File: src/rtl/cpu_clock_ctrl.sv
// cpu_clock_ctrl: divides the board clock into main_clk and gates it under run/step control.
// A step emits exactly two main_clk periods (one CPU cycle); main_clk only starts and stops while low.
module cpu_clock_ctrl #(
    parameter int DIV_HALF     = 4,
    parameter int DEBOUNCE_CYC = 1000,
    parameter int CNT_W        = 32
) (
    input  logic             clk,
    input  logic             reset,
    input  logic             run_sw,
    input  logic             step_btn,
    output logic             main_clk,
    output logic             running,
    output logic [CNT_W-1:0] edge_cnt
);

    localparam int               DIV_W        = (DIV_HALF > 1) ? $clog2(DIV_HALF) : 1;
    localparam int               DB_W         = (DEBOUNCE_CYC > 1) ? $clog2(DEBOUNCE_CYC) : 1;
    localparam logic [DIV_W-1:0] DIV_LAST     = DIV_W'(DIV_HALF - 1);
    localparam logic [DB_W-1:0]  DB_LAST      = DB_W'(DEBOUNCE_CYC - 1);
    localparam logic [2:0]       STEP_TOGGLES = 3'd4;

    typedef enum logic [1:0] {
        ST_IDLE,
        ST_RUN,
        ST_STEP
    } state_t;

    // ------------------------------------------------------------------
    // Input synchronizers
    // ------------------------------------------------------------------
    logic r_run_meta;
    logic r_run_s;
    logic r_btn_meta;
    logic r_btn_s;

    // NOTE: sequential state uses non-blocking assignments so every register
    // samples the pre-edge value of its source, independent of statement order.
    always_ff @(posedge clk or posedge reset) begin
        if (reset) begin
            r_run_meta <= 1'b0;
            r_run_s    <= 1'b0;
            r_btn_meta <= 1'b0;
            r_btn_s    <= 1'b0;
        end else begin
            r_run_meta <= run_sw;
            r_run_s    <= r_run_meta;
            r_btn_meta <= step_btn;
            r_btn_s    <= r_btn_meta;
        end
    end

    // ------------------------------------------------------------------
    // Step button debounce
    // ------------------------------------------------------------------
    logic [DB_W-1:0] r_db_cnt;
    logic            r_db_stable;
    logic            r_step_pulse;
    logic            w_db_accept;

    // The counter only advances while the sampled level disagrees with the stable one.
    assign w_db_accept = (r_btn_s != r_db_stable) && (r_db_cnt == DB_LAST);

    always_ff @(posedge clk or posedge reset) begin
        if (reset) begin
            r_db_cnt     <= '0;
            r_db_stable  <= 1'b0;
            r_step_pulse <= 1'b0;
        end else begin
            r_step_pulse <= w_db_accept && r_btn_s;
            if (r_btn_s == r_db_stable) begin
                r_db_cnt <= '0;
            end else if (w_db_accept) begin
                r_db_cnt    <= '0;
                r_db_stable <= r_btn_s;
            end else begin
                r_db_cnt <= r_db_cnt + DB_W'(1);
            end
        end
    end

    // ------------------------------------------------------------------
    // Run/step FSM
    // ------------------------------------------------------------------
    state_t           r_state;
    state_t           w_next_state;
    logic [2:0]       r_toggles_left;
    logic [2:0]       w_next_toggles;
    logic [DIV_W-1:0] r_div_cnt;
    logic             r_main_clk;
    logic             r_running;
    logic [CNT_W-1:0] r_edge_cnt;
    logic             w_tick;
    logic             w_rise;

    // NOTE: every signal written here gets a default first, so no path can
    // leave one unassigned and infer a latch.
    always_comb begin
        w_next_state   = r_state;
        w_next_toggles = r_toggles_left;
        w_tick         = (r_state != ST_IDLE) && (r_div_cnt == DIV_LAST);
        w_rise         = w_tick && !r_main_clk;

        case (r_state)
            ST_IDLE: begin
                if (r_run_s) begin
                    w_next_state = ST_RUN;
                end else if (r_step_pulse) begin
                    w_next_state   = ST_STEP;
                    w_next_toggles = STEP_TOGGLES;
                end
            end
            ST_RUN: begin
                // Stop only on the toggle that brings main_clk low: no runt high phase.
                if (w_tick && r_main_clk && !r_run_s) begin
                    w_next_state = ST_IDLE;
                end
            end
            ST_STEP: begin
                if (w_tick) begin
                    w_next_toggles = r_toggles_left - 3'd1;
                    if (r_toggles_left == 3'd1) begin
                        w_next_state = ST_IDLE;
                    end
                end
            end
            default: begin
                w_next_state = ST_IDLE;
            end
        endcase
    end

    always_ff @(posedge clk or posedge reset) begin
        if (reset) begin
            r_state        <= ST_IDLE;
            r_toggles_left <= 3'd0;
            r_running      <= 1'b0;
        end else begin
            r_state        <= w_next_state;
            r_toggles_left <= w_next_toggles;
            r_running      <= (w_next_state != ST_IDLE);
        end
    end

    // ------------------------------------------------------------------
    // Divider, gated clock and rising-edge counter
    // ------------------------------------------------------------------
    always_ff @(posedge clk or posedge reset) begin
        if (reset) begin
            r_div_cnt  <= '0;
            r_main_clk <= 1'b0;
            r_edge_cnt <= '0;
        end else begin
            if (r_state == ST_IDLE) begin
                r_div_cnt  <= '0;
                r_main_clk <= 1'b0;
            end else if (w_tick) begin
                r_div_cnt  <= '0;
                r_main_clk <= ~r_main_clk;
            end else begin
                r_div_cnt <= r_div_cnt + DIV_W'(1);
            end

            if (w_rise) begin
                r_edge_cnt <= r_edge_cnt + CNT_W'(1);
            end
        end
    end

    assign main_clk = r_main_clk;
    assign running  = r_running;
    assign edge_cnt = r_edge_cnt;

endmodule

File: config.mk
export PLATFORM = sky130hd
export DESIGN_NAME = cpu_clock_ctrl
export DESIGN_NICKNAME = d
export VERILOG_FILES = /design/src/rtl/cpu_clock_ctrl.sv
export SDC_FILE = /design/constraint.sdc
export NUM_CORES = 1
export LEC_CHECK = 0
export CORE_MARGIN = 3
export CORE_UTILIZATION = 30
export DETAILED_ROUTE_END_ITERATION = 10
export SLEW_MARGIN = 0
export SYNTH_ARGS = -nofsm -noshare
export SYNTH_HDL_FRONTEND = slang
export SYNTH_SLANG_ARGS = --single-unit
File: constraint.sdc
create_clock -name clk -period 2 [get_ports clk]
set_input_delay 0.6 -clock clk [delete_from_list [all_inputs] [get_ports clk]]
set_output_delay 0.6 -clock clk [all_outputs]
set_load 0.005 [all_outputs]
* Word-level counts from Yosys, hierarchy flattened
Index checks and enable logic that the tools add are counted.
** Operators by class
- Add/subtract/negate cells :: 4
- Equal/unequal tests :: 10
- Muxes and demuxes :: 16
- Bitwise logic cells :: 2
- Reduce and logical (&&, ||, !) cells :: 15
** Operators with widths (count)
- adder 32 x 1 -> 32 bit, second input constant :: 1
- two-way mux 10 bit :: 2
- two-way mux 2 bit :: 7
- adder 10 x 1 -> 10 bit, second input constant :: 1
- == test 10 bit, second input constant :: 1
- two-way mux 3 bit :: 3
- nonzero test 2 bit :: 4
- logical AND 1 bit :: 6
- != test 2 bit, second input constant :: 3
- case mux 2 bit (3 select lines) :: 1
- case mux 3 bit (2 select lines) :: 1
- == test 2 bit, second input constant :: 2
- AND reduction 4 bit :: 1
- == test 3 x 1 -> 1 bit, second input constant :: 1
- subtractor 3 x 1 -> 3 bit, second input constant :: 1
- adder 2 x 1 -> 2 bit, second input constant :: 1
- == test 2 x 1 -> 1 bit, second input constant :: 1
- zero test 1 bit :: 2
- zero test 2 bit :: 1
- two-way mux 1 bit :: 2
- NOT 1 bit :: 2
- AND reduction 2 bit :: 1
- == test 1 bit :: 1
- != test 1 bit :: 1
** Word-level totals
- Flip-flop bits (word level) :: 57
- Bits of input ports :: 4
- Output and inout port bits :: 34
- Logic and storage cells :: 60

* Logic depth before layout (Yosys ltp)
- Depth in word-level cells :: 7
- Depth in mapped cells :: 6
- Gate-level depth less buffers :: 6

* Worst setup path after synthesis
Ideal clock, no wire load.
- Path type :: register to register
- From :: register r_div_cnt[0]
- To :: register r_edge_cnt[15], in the netlist edge_cnt[15]
- Data arrival time :: 1478 ps
- Slack :: 398 ps
- Stages on the path, launching flop included :: 6
- Path buffers :: 0
- Clock period less this slack :: 1602 ps
- Cell sequence :: dfrtp_1 -> ha_1 -> nand2b_4 -> nor4_4 -> nand4_1 -> xnor2_1
** On the way
- Longest elaborated chain between the ends :: 3
** Ends and longest elaborated chain
- start: declaration :: RTL line 89 : logic [DIV_W-1:0] r_div_cnt;
- start signal: assignment :: RTL line 161 : r_div_cnt <= r_div_cnt + DIV_W'(1);
- == test 2 bit :: RTL line 101 : w_tick = (r_state != ST_IDLE) && (r_div_cnt == DIV_LAST);
- logical AND 1 bit :: RTL line 101
- logical AND 1 bit :: RTL line 102 : w_rise = w_tick && !r_main_clk;
- end signal: assignment :: RTL line 165 : r_edge_cnt <= r_edge_cnt + CNT_W'(1);
- end: declaration :: RTL line 92 : logic [CNT_W-1:0] r_edge_cnt;
Every way passes these cells.
A chain may end at the register's enable or synchronous reset.

* Worst setup path in the final report
- From :: register r_edge_cnt[7], in the netlist edge_cnt[7]
- To :: output port edge_cnt[7]
** RTL lines
- end: declaration :: RTL line 14 : output logic [CNT_W-1:0] edge_cnt
No word-level cell between the ends.

==> results <==
- The number of buffers and inverters on the critical path is 1.
- The global routing usage summed across all routing layers is 0.106.
- The clock tree synthesis step divided the H-tree into 3 levels.
- Walking the worst path, the cells encountered are clkdlybuf4s50_1.
- The max-slew headroom at the worst pin is 0.591.
- The maximum vdd drop is 0.468 mV.
- The number of unique standard cell types used by synthesis is 32.
- The area growth from synthesis to layout is 31.8%.
- The min-delay analysis places its worst path in the category reg -> reg.
- The number of buffers added for setup after CTS is 0.
- The placed instances occupy a cell area of 3100 um2.
- At the worst endpoint, the required time is 1.40 ns.
- The critical path class is reg -> out.
- After synthesis, the mean cell area works out to 11.7 um2.
- The average via count per standard cell is 4.60.
- Leaving out fill and tap cells, the most frequent cell in the layout is sky130_fd_sc_hd__dfrtp_1.
- CTS saw 57 sinks.
- The tree is rooted in a sky130_fd_sc_hd__clkbuf_8.
- For this design the ratio of total power to cell area is 964 nW/um2.
- The slowest stage of the critical path is the sky130_fd_sc_hd__clkdlybuf4s50_1 cell.
- The I/O pin count is 38.
- The die area is 9660 um2.
- The number of port buffers is 37.
- The height of the chip is 98.3 um.
- The number of antenna violations at the first check in global routing was 0.
- The share of layout cells above drive strength 1 is 0.125.
- The flow ran to the end, and the final reports show no timing, DRC or antenna violations.
- The aggregate global routing overflow is 0.
- After floorplanning, the core was sized to cover 8260 um2.
- The startpoint kind of the worst setup timing path is a flip-flop.
- The post-synthesis sequential area ratio is 0.558.
- In this run, the number of DRC markers left after iteration 0 of detailed routing was 61.
- The number of storage elements in the synthesis netlist is 57.
- The leakage component of the power is 1.40 nW.
- The width of the die is 98.3 um.
- The final hold violation count is 0.
- The library cells used most frequently in the layout, excluding fill and tap cells, are sky130_fd_sc_hd__dfrtp_1 (55), sky130_fd_sc_hd__clkdlybuf4s50_1 (37), sky130_fd_sc_hd__xnor2_1 (32).
- The clock insertion delay at the later pin of the skew report is 0.33 ns.
- The setup-violating endpoint count in the final report is 0.
- The via count of the first global-routing pass was 1701.
- The post-detailed-placement half-perimeter wirelength is 3430 um.
- The clock tree from TritonCTS is built.
- After detailed routing, the average wire length per cell comes to 12.8 um.
- The post-synthesis instance total is 218.
- The upper clock frequency limit is 516 MHz.
- The data arrival at the endpoint of the critical path is 1.34 ns.
- The total wirelength of the detailed-routed design is 4840 um.
- Setup repair after global routing left no endpoint under its margin.
- The first global-routing pass estimated 8290 um of wire.
- The detailed-router iteration count before antenna repair is 4.
- The number of cells after detailed placement is 362.
- Synthesis produced a netlist with a net count of 227.
- The synthesized netlist occupies a cell area of 2550 um2.
- Once layout is done, the placed cells without fillers occupy 3370 um2.
- In this run the worst path has a maximum fanout of 7.
- The post-CTS clock slew at the launch and capture registers of the worst setup and hold paths is 0.07 ns.
- In this run, CTS created clock tree buffers numbering 9.
- The congestion estimate from routability-driven global placement came to 0.784.
- After detailed routing, the number of remaining DRC violations is 0.
- The maximum cell stage delay along the critical path is 0.55 ns.
- Entering global routing, the biggest net connects 26 pins.
- In the finished design, the share of the clock period the worst path needs comes to 0.968.
- Row generation in the floorplan step produced 33 rows.
- The worst setup path is captured at a primary output.
- The number of nets with antenna violations after routing is 0.
- The worst-case hold slack is 0.349 ns.
- The slew at the pin with the worst max-slew slack is 0.607 ns.
- For this configuration, the core starts out at a cell density of 0.309.
- The finished layout holds 378 standard cells, fillers aside.
- The repair_antennas step left the layout with diodes totalling 0.
- For this block, the via count after detailed routing is 1737.
- The tool flagged a number of max-cap violations equal to 0.
- The post-CTS resize count is 0.
- The clock period minus final worst setup slack is 1.94 ns.
- The final number of max-transition violations is 0.
- The cell type group with the largest total delay on the critical path is buffers and inverters.
- The count of nets after finishing is 277.
- The clock tree buffer depth is 2.
- The number of buffers inserted for hold repair after clock tree synthesis is 0.
- The Yosys step of the flow raised 0 warnings.
- Clock skew on the completed layout was measured at 0.00604 ns.
- Adding up every negative setup slack in the final design gives 0 ns.
## cells by family (layout without fill, tap and decap cells)
kind of cell    count (synthesis)  count (layout)  share of synthesized area
compound gates                  6               6                     0.0132
xor+xnor                       41              41                      0.141
fa+ha+maj                       5               5                     0.0245
buf+inv                         8              63                     0.0122
flops                          57              57                      0.558
mux                             2               2                     0.0103
simple gates                   99              99                      0.241
## path summary, 6_finish.rpt
path / startpoint / end / slack, ns / cells past startpoint
setup / recovery: edge_cnt[7] / edge_cnt[7] / 0.06 / 1
hold / removal: r_btn_meta / r_btn_s / 0.35 / 0
setup reg to reg: r_div_cnt[0] / edge_cnt[15] / 0.17 / 5
hold reg to reg: r_btn_meta / r_btn_s / 0.35 / 0
max in group asynchronous: reset / edge_cnt[23] / 1.02 / 3
min in group asynchronous: reset / r_db_cnt[3] / 0.54 / 2
## where the power goes
group | switching, mW | internal (mW)
clock network | 0.484 | 0.956
logic | 0.221 | 0.227
registers | 0.109 | 1.25
## cells in the mapped netlist (all sizes together)
master / number / share of area
nand2b: 3 / 0.010
o21ai: 3 / 0.0059
dfrtp: 57 / 0.56
nor3: 7 / 0.023
xor2: 9 / 0.031
nand2: 20 / 0.030
or4: 1 / 0.0044
nor3b: 1 / 0.0029
and2: 2 / 0.0049
inv: 7 / 0.010
and4: 2 / 0.0069
or2: 1 / 0.0025
nor4: 4 / 0.027
nor2b: 2 / 0.0049
ha: 5 / 0.024
nor2: 15 / 0.025
buf: 1 / 0.0020
and3: 6 / 0.015
or3: 1 / 0.0025
a32oi: 1 / 0.0034
xnor2: 32 / 0.11
mux2: 2 / 0.010
nand4: 19 / 0.052
nand3: 15 / 0.029
a21oi: 2 / 0.0039
## per-layer routing
metal | wire length, um | global-route usage | up-vias
li1 | - | - | 855
met1 | 2380 | 0.144 | 837
met4 | 50 | 0.0462 | 0
met5 | 0 | 0 | -
met3 | 248 | 0.0336 | 5
met2 | 2160 | 0.155 | 40
## through the flow
stage	util	power, mW	worst slack [ns]
floorplan	-	1.62	0.000364
global placement	0.375	1.82	0.222
detailed placement	0.375	1.83	0.176
CTS	0.407	3.29	0.0140
global route	0.408	3.38	0.0141
finish	0.408	3.25	0.0636
## flip-flops by register name (all words and copies together) (netlist names), 2 cells and up
| name | count |
|---|---|
| edge_cnt | 32 |
| r_db_cnt | 10 |
| r_div_cnt | 2 |
| r_state | 2 |
| r_toggles_left | 3 |
## final cells by class
cell class                 count  area, um2
sequential                    57       1430
fill                         811       4890
clock inverter                 7        141
clock buffer                   9        124
timing repair buffer          40        418
tap                          105        131
multi-input combinational    153       1100
inverter                       7       26.3
Power figures use the tool's default switching activity.
